[src/rtl/rtc_bus_sequencer.sv]
// Sequences one multiplexed address/data RTC bus transaction for a write or a read requester.
// Latency: grant edge + 10*STEP_CYCLES clocks of bus phases, then a one-cycle ack; strobes are registered.
// Backpressure: requests are level-held until ack; a request is sampled only at grant, nothing is queued.
module rtc_bus_sequencer #(
  parameter int STEP_CYCLES = 4,
  parameter int DATA_W      = 8
) (
  input  logic              clk,
  input  logic              reset_n,
  input  logic              wr_req,
  input  logic [DATA_W-1:0] wr_addr,
  input  logic [DATA_W-1:0] wr_data,
  output logic              wr_ack,
  input  logic              rd_req,
  input  logic [DATA_W-1:0] rd_addr,
  output logic              rd_ack,
  output logic [DATA_W-1:0] rd_data,
  output logic              busy,
  output logic              cs_n,
  output logic              rd_n,
  output logic              wr_n,
  output logic              a_d,
  output logic [DATA_W-1:0] ad_out,
  output logic              ad_oe,
  input  logic [DATA_W-1:0] ad_in
);

  localparam int               PRE_W     = (STEP_CYCLES > 1) ? $clog2(STEP_CYCLES) : 1;
  localparam logic [PRE_W-1:0] PRE_LAST  = PRE_W'(STEP_CYCLES - 1);
  localparam logic [3:0]       STEP_LAST = 4'd9;

  typedef enum logic [1:0] {
    ST_IDLE = 2'd0,
    ST_RUN  = 2'd1,
    ST_DONE = 2'd2
  } state_t;

  typedef enum logic {
    OP_RD = 1'b0,
    OP_WR = 1'b1
  } op_t;

  state_t            state, state_nx;
  logic [3:0]        step, step_nx;
  logic [PRE_W-1:0]  pre, pre_nx;
  op_t               op, op_nx;
  op_t               last_grant, last_grant_nx;
  logic [DATA_W-1:0] addr_q, addr_nx;
  logic [DATA_W-1:0] data_q, data_nx;
  logic              grant_wr;
  logic              capture;

  logic              cs_n_nx, rd_n_nx, wr_n_nx, a_d_nx, ad_oe_nx;
  logic [DATA_W-1:0] ad_out_nx;
  logic              busy_nx, wr_ack_nx, rd_ack_nx;

  // Sequencing: arbitration in IDLE, prescaled step counter in RUN.
  always_comb begin
    state_nx      = state;
    step_nx       = step;
    pre_nx        = pre;
    op_nx         = op;
    last_grant_nx = last_grant;
    addr_nx       = addr_q;
    data_nx       = data_q;
    grant_wr      = 1'b0;
    capture       = 1'b0;

    unique case (state)
      ST_IDLE: begin
        if (wr_req || rd_req) begin
          grant_wr      = wr_req && (!rd_req || (last_grant == OP_RD));
          op_nx         = grant_wr ? OP_WR : OP_RD;
          last_grant_nx = grant_wr ? OP_WR : OP_RD;
          addr_nx       = grant_wr ? wr_addr : rd_addr;
          data_nx       = wr_data;
          state_nx      = ST_RUN;
          step_nx       = 4'd0;
          pre_nx        = '0;
        end
      end
      ST_RUN: begin
        if (pre == PRE_LAST) begin
          pre_nx  = '0;
          capture = (op == OP_RD) && (step == 4'd6);
          if (step == STEP_LAST) begin
            state_nx = ST_DONE;
            step_nx  = 4'd0;
          end else begin
            step_nx = step + 4'd1;
          end
        end else begin
          pre_nx = pre + 1'b1;
        end
      end
      ST_DONE: begin
        state_nx = ST_IDLE;
      end
      default: begin
        state_nx = ST_IDLE;
      end
    endcase
  end

  // Outputs decoded from the next state so each strobe lines up with its step.
  always_comb begin
    cs_n_nx   = 1'b1;
    rd_n_nx   = 1'b1;
    wr_n_nx   = 1'b1;
    a_d_nx    = 1'b1;
    ad_oe_nx  = 1'b0;
    ad_out_nx = '0;
    busy_nx   = (state_nx != ST_IDLE);
    wr_ack_nx = (state_nx == ST_DONE) && (op_nx == OP_WR);
    rd_ack_nx = (state_nx == ST_DONE) && (op_nx == OP_RD);

    if (state_nx == ST_RUN) begin
      if ((step_nx >= 4'd1) && (step_nx <= 4'd3)) begin
        a_d_nx    = 1'b0;
        ad_oe_nx  = 1'b1;
        ad_out_nx = addr_nx;
      end
      if ((step_nx >= 4'd1) && (step_nx <= 4'd2)) begin
        cs_n_nx = 1'b0;
        wr_n_nx = 1'b0;
      end
      if (op_nx == OP_WR) begin
        if ((step_nx >= 4'd5) && (step_nx <= 4'd7)) begin
          ad_oe_nx  = 1'b1;
          ad_out_nx = data_nx;
        end
        if ((step_nx >= 4'd5) && (step_nx <= 4'd6)) begin
          cs_n_nx = 1'b0;
          wr_n_nx = 1'b0;
        end
      end else begin
        if ((step_nx >= 4'd5) && (step_nx <= 4'd6)) begin
          cs_n_nx = 1'b0;
          rd_n_nx = 1'b0;
        end
      end
    end
  end

  always_ff @(posedge clk or negedge reset_n) begin
    if (!reset_n) begin
      state      <= ST_IDLE;
      step       <= 4'd0;
      pre        <= '0;
      op         <= OP_RD;
      last_grant <= OP_RD;
      addr_q     <= '0;
      data_q     <= '0;
      cs_n       <= 1'b1;
      rd_n       <= 1'b1;
      wr_n       <= 1'b1;
      a_d        <= 1'b1;
      ad_oe      <= 1'b0;
      ad_out     <= '0;
      busy       <= 1'b0;
      wr_ack     <= 1'b0;
      rd_ack     <= 1'b0;
    end else begin
      state      <= state_nx;
      step       <= step_nx;
      pre        <= pre_nx;
      op         <= op_nx;
      last_grant <= last_grant_nx;
      addr_q     <= addr_nx;
      data_q     <= data_nx;
      cs_n       <= cs_n_nx;
      rd_n       <= rd_n_nx;
      wr_n       <= wr_n_nx;
      a_d        <= a_d_nx;
      ad_oe      <= ad_oe_nx;
      ad_out     <= ad_out_nx;
      busy       <= busy_nx;
      wr_ack     <= wr_ack_nx;
      rd_ack     <= rd_ack_nx;
    end
  end

  // Read byte is taken on the final clock of the strobed data step.
  always_ff @(posedge clk or negedge reset_n) begin
    if (!reset_n) begin
      rd_data <= '0;
    end else if (capture) begin
      rd_data <= ad_in;
    end
  end

endmodule

[config.mk]
export PLATFORM = sky130hd
export DESIGN_NAME = rtc_bus_sequencer
export DESIGN_NICKNAME = d
export VERILOG_FILES = /design/src/rtl/rtc_bus_sequencer.sv
export SDC_FILE = /design/constraint.sdc
export NUM_CORES = 1
export LEC_CHECK = 0
export CAP_MARGIN = 20
export CORE_MARGIN = 5
export CORE_UTILIZATION = 43
export DETAILED_ROUTE_END_ITERATION = 7
export GPL_TIMING_DRIVEN = 0
export PLACE_DENSITY = 0.75
export SKIP_LAST_GASP = 1
export SLEW_MARGIN = 20
export SYNTH_ARGS = -nofsm -noshare
export SYNTH_HDL_FRONTEND = slang
export SYNTH_SLANG_ARGS = --single-unit
[constraint.sdc]
create_clock -name clk -period 1.6 [get_ports clk]
set_input_delay 0.32 -clock clk [delete_from_list [all_inputs] [get_ports clk]]
set_output_delay 0.32 -clock clk [all_outputs]
set_load 0.01 [all_outputs]
Word level (Yosys, flattened, before mapping). Cells that the tools add are included.

Register bits after elaboration: 50. Bits of input ports: 36. Output and inout port bits: 24. Word-level logic and storage cells: 90.

Add/subtract/negate cells: 2. $lt $le $gt $ge: 6. Equality and inequality tests: 7. Muxes and demuxes: 39. Bitwise gates (word level): 3. Reduce and logical (&&, ||, !) cells: 16.

Operator list (number): 8-bit 2-to-1 mux (9); 1-bit 2-to-1 mux (19); 4-bit 2-to-1 mux (3); 2-bit 2-to-1 mux (5); 4-bit by 2-bit less-or-equal comparator with 1-bit output, second input constant (2); 4-bit by 3-bit less-or-equal comparator with 1-bit output, second input constant (2); 1-bit logical AND (8); 2-bit case mux with 2 select lines (2); 4-bit case mux with 2 select lines (1); 4-bit by 1-bit adder with 4-bit output, second input constant (1); 2-bit by 1-bit equality test with 1-bit output, second input constant (2); 2-bit equality test, second input constant (2); 4-bit by 3-bit equality test with 1-bit output, second input constant (1); 4-bit equality test, second input constant (1); 4-bit by 1-bit >= comparator with 1-bit output, second input constant (1); 4-bit by 3-bit >= comparator with 1-bit output, second input constant (1); 2-bit AND reduction (2); 2-bit nonzero test (2); 1-bit NOT (3); 2-bit by 1-bit adder with 2-bit output, second input constant (1); 2-bit zero test (1); 1-bit logical OR (2); 2-bit inequality test, second input constant (1); 1-bit zero test (1).

Logic depth before layout (Yosys ltp).
Depth after elaboration: 10. Depth in mapped cells: 8. Depth with buffers taken out: 7.

Worst setup path before layout. Ideal clock, no wire load.

Path type: register to register. Start: register pre[0]. End: register wr_n. Library setup time: 0.064 ns. Arrival: 1.611 ns. Data required time: 1.536 ns. Slack: -0.075 ns. Stages on the path, launching flop included: 8. Path buffers: 1. Period minus slack after synthesis: 1.675 ns. Cells stage by stage: dfrtp_1 -> ha_1 -> nand2_1 -> or3_1 -> and2_1 -> buf_6 -> nor2_1 -> nand3b_1.

Longest elaborated chain between the ends: 9. Elaborated cells on any way between the ends: 16. Those cells by class: 4 x order compare; 2 x eq/ne; 8 x mux; 2 x reduce/logical.

RTL lines: start: declaration (line 45) `logic [PRE_W-1:0] pre, pre_nx;`; start signal: assignment (line 166) `pre <= pre_nx;`; 2-bit equality test (*) (line 83) `if (pre == PRE_LAST) begin`; 4-bit 2-to-1 mux (line 83); 4-bit case mux with 2 select lines (line 69) `unique case (state)`; 4-bit by 1-bit >= comparator with 1-bit output / 4-bit by 2-bit less-or-equal comparator with 1-bit output (equally long branches) (line 123) `if ((step_nx >= 4'd1) && (step_nx <= 4'd2)) begin`; 1-bit logical AND (line 123); 1-bit 2-to-1 mux (line 123); 1-bit 2-to-1 mux (line 132) `if ((step_nx >= 4'd5) && (step_nx <= 4'd6)) begin`; 1-bit 2-to-1 mux (line 127) `if (op_nx == OP_WR) begin`; 1-bit 2-to-1 mux (*) (line 117) `if (state_nx == ST_RUN) begin`; named net wr_n_nx (line 53) `logic cs_n_nx, rd_n_nx, wr_n_nx, a_d_nx, ad_oe_nx;`; end signal: assignment (line 173) `wr_n <= wr_n_nx;`; end: declaration (line 21) `output logic wr_n,`.

Mark *: on every way through the listed nets, which the timed path passes. The rest lies on a longest branch. A chain may end at the register's enable or synchronous reset.

Final worst setup path.
Start: register step[2]. End: register ad_out[0].

Longest elaborated chain between the ends: 10. Elaborated cells on any way between the ends: 20. Those cells by class: 1 x add/sub; 4 x order compare; 2 x eq/ne; 11 x mux; 2 x reduce/logical.

RTL lines: start: declaration (line 44) `logic [3:0] step, step_nx;`; start signal: assignment (line 165) `step <= step_nx;`; 4-bit equality test (*) (line 86) `if (step == STEP_LAST) begin`; 4-bit 2-to-1 mux (*) (line 86); 4-bit 2-to-1 mux (*) (line 83); 4-bit case mux with 2 select lines (*) (line 69); named net step_nx[1] (line 44); 4-bit by 1-bit >= comparator with 1-bit output / 4-bit by 2-bit less-or-equal comparator with 1-bit output (equally long branches) (line 118) `if ((step_nx >= 4'd1) && (step_nx <= 4'd3)) begin`; 1-bit logical AND (line 118); 8-bit 2-to-1 mux (line 118); 8-bit 2-to-1 mux (line 128) `if ((step_nx >= 4'd5) && (step_nx <= 4'd7)) begin`; 8-bit 2-to-1 mux (*) (line 127); 8-bit 2-to-1 mux (*) (line 117); named net ad_out_nx[0] (line 54) `logic [DATA_W-1:0] ad_out_nx;`; end signal: assignment (line 176) `ad_out <= ad_out_nx;`; end: declaration (line 23) `output logic [DATA_W-1:0] ad_out,`.

Marks and branches as above.

==> results by group <==
Synthesis
  • Yosys warning count: 0
  • Synth top area share: a little over half
  • Sequential area share after synthesis: 56.8%
  • Synth cell count leaders: 46 x dfrtp_1, 25 x nand2_1, 17 x a21oi_1, 14 x mux2_2, 11 x nand3_1
  • Most common cell in the netlist: dfrtp_1
  • Most used DFF post-synth: dfrtp_1
  • Yosys cell types: between 40 and 50
  • Seq cells post-synth: 50
  • Syn Nets: ~240
  • EDFF count, synth: 0
  • Syn_area_per_cell: between 10 and 15 sq um
  • Synthesized instance count: 200
  • FFs w/ async S/R, synth: 100%
  • Synth top area cells: dfrtp_1 52%, mux2_2 7.1%, dfstp_2 4.8%
  • Syn Std Cell Area: ~2200 sq um
  • Synth area leader: dfrtp_1

Power
  • P per Cell Area: roughly 1800 nW/um^2
  • Comb pwr share: between 50 and 60%
  • Psw: roughly 0.0024 W
  • Max rail drop VDD: around 940 uV
  • Clock network power share: roughly 13%
  • Switching share of power: about two fifths
  • Sequential Power Share: 34.6%
  • Pleak: between 1 and 1.5 nW
  • Pint: 0.00360 W

Die
  • Die Y: about 82 um
  • Die area: 6680 sq um
  • I/O pin total: 60
  • Core area: 5040 sq um
  • Starting Density: 43.8%
  • DIE WIDTH: 81.7 um
  • Row cnt: 26

STA
  • WHS: roughly 500 ps
  • Fin. max-slew vios: 0
  • Setup Skew: about 12 ps
  • F_max: between 500 and 600 MHz
  • Worst-margin pin slew: just over 500 ps
  • Fin. Hold Viols: 0
  • RSZ-0062 raised after global routing: true
  • Final Cycle Share: 109%
  • Final setup margin: -145 ps
  • Final setup violation count: 21
  • Fin Setup TNS: -1750 ps
  • Slew headroom: about two thirds
  • Min Tclk post-route: ~1700 ps

Cells and area
  • # diodes: 0
  • Post-layout nets: between 300 and 400
  • Share of layout cells above drive strength 1: around 30%
  • Footprint of the multi-input gates: about 1100 sq um
  • Design area: roughly 3300 sq um
  • Layout filler cell count: roughly 400
  • Layout area overhead: 51.5%
  • Cell Count, Final, Fillers Out: 351
  • Register Area: ~1300 sq um

Clocking
  • Worst-Skew Late Latency: ~300 ps
  • CTS buffer count: 5
  • CTS tree: yes
  • Clock Tree Buf Depth: 2
  • Clk sinks: 50
  • Reg clk slew, reported paths: 100 ps
  • Root buf cell: clkbuf_8
  • # H-tree levels: 2

Setup path
  • Critical path endpoint category: register
  • Crit path max fanout: 6
  • CP Launch Type: register
  • Crit path required time: approximately 1800 ps
  • CP arrival: between 1500 and 2000 ps
  • Top cell family by delay on the critical path: compound AO/OA/AOI/OAI gates
  • Cell with the largest stage delay on the worst path: dfrtp_1
  • CP bufs+invs: 0
  • Worst-path cell chain: nand2b_1, a22o_1, a22o_4, o211ai_4, a31oi_1
  • Crit-path max cell delay: approximately 490 ps
  • Setup CP Type: register to register

Global routing
  • Initial antenna violation count: 0
  • Number of global-route vias before repair: ~1,900
  • First-pass GRT wire length: 9.28 mm
  • Largest net degree at the start of global routing: 32
  • Total GRT Usage: approximately 18%
  • Gr ovfl total: 0

Drt
  • Post-DRT Antenna Nets: 0
  • DR vias/cell: between 5 and 6
  • Via count: about 1,800
  • TritonRoute pass-1 iters: 4
  • Routed len/inst: 16.3 um
  • Routed wire length: approximately 5.7 mm
  • DRC viols: 0
  • DRT iter0 DRCs: 84

Status
  • Failing checks: negative setup slack
  • Status: finished with violations

Flow run
  • MaxCap Viol Count: 0

Place
  • Inst Count DP: 330
  • Routability cong.: between 0.8 and 0.9
  • Detail Placement HPWL: roughly 3.8 mm
  • Placed Area: 2920 sq um
  • Pre-CTS setup slack: -666 ps
  • Port Buffer Count: 59

Worst hold path
  • Min-delay worst type: primary input to register
-- area by class of cell --
| class | instances | share of cell area, % |
|---|---|---|
| Buffer | 7 | 1.68 |
| Clock buffer | 5 | 2.05 |
| Inverter | 7 | 1.16 |
| Multi-Input combinational cell | 137 | 33.4 |
| Tap cell | 70 | 2.61 |
| Sequential cell | 50 | 37.6 |
| Clock inverter | 3 | 0.747 |
| Timing Repair Buffer | 72 | 20.8 |
-- metal layers --
layer | vias up | global-route usage [%] | routed length, um
met2 | 66 | 31.6 | 2900
met3 | 6 | 4.50 | 392
met4 | 0 | 3.82 | 65
li1 | 872 | - | -
met1 | 874 | 23.4 | 2360
met5 | - | 0 | 0
-- stage by stage --
stage | power, W | util [%]
floorplan | 0.00360 | -
global placement | 0.00437 | 57.7
detailed placement | 0.00445 | 58.0
CTS | 0.00587 | 65.8
global route | 0.00640 | 66.4
finish | 0.00600 | 66.4
-- placed cells by master, fill, tap and decap left out, types with 2 or more instances in the layout --
cell type,count
nand3b_1,2
a31oi_1,9
o211ai_1,3
nand2_1,24
mux2_2,6
dfrtp_2,2
nor2_1,7
dfrtp_1,44
clkbuf_1,2
buf_2,2
clkdlybuf4s50_1,52
nand2b_1,4
o211ai_4,2
o32ai_1,2
clkbuf_8,5
a22o_1,2
buf_6,3
a2bb2oi_2,2
mux2_4,8
a22o_4,2
clkbuf_4,2
dfstp_2,4
buf_4,9
a21oi_2,7
inv_1,6
a21oi_1,9
nor2_4,2
nand3_2,5
dlygate4sd2_1,6
nor3_2,3
nor2b_1,3
nand3_1,6
o21ai_0,4
-- final timing paths --
check	start	to	slack, ps	cells after the start
worst max-delay path	step[2]$_DFF_PN0_	ad_out[0]$_DFF_PN0_	-150	5
worst min register to register	rd_data[7]$_DFFE_PN0P_	rd_data[7]$_DFFE_PN0P_	510	1
min in group asynchronous	reset_n	data_q[7]$_DFF_PN0_	510	2
worst min-delay path	rd_req	last_grant$_DFFE_PN0P_	500	2
worst max register to register	step[2]$_DFF_PN0_	ad_out[0]$_DFF_PN0_	-150	5
max in group asynchronous	reset_n	wr_n$_DFF_PN1_	500	3
-- logic make-up after synthesis --
family | after synthesis | share of synthesized area (%)
AND/OR/NAND/NOR | 70 | 16.4
multiplexers | 14 | 7.13
AO/OA/AOI/OAI | 50 | 15.3
XOR/XNOR | 1 | 0.396
adder cells (fa/ha/maj) | 1 | 0.566
buffers and inverters | 14 | 3.40
flip-flops | 50 | 56.8
-- power by group through the flow --
stage	clock, W	sequential [W]	combinational [W]
finish	0.000753	0.00207	0.00317
floorplan	0	0.00209	0.00151
detailed placement	0	0.00206	0.00238
global placement	0	0.00205	0.00232
global route	0.000826	0.00213	0.00345
CTS	0.000769	0.00206	0.00304
-- what timing repair did --
item | 4_1_cts | 5_1_grt
gates resized for setup | 55 | 6
endpoints found under the hold margin | 19 | 0
setup endpoints to repair | 38 | 26
buffers inserted | 9 | 1
pin swaps | 10 | 5
gates cloned | 2 | 0
hold buffers | 1 | 0
-- flip-flops by register name, summed over array words and instances (netlist names), 2 cells and up --
| name | cells |
|---|---|
| addr_q | 8 |
| ad_out | 8 |
| state | 2 |
| data_q | 8 |
| pre | 2 |
| step | 4 |
| rd_data | 8 |
Power figures use the tool's default switching activity.
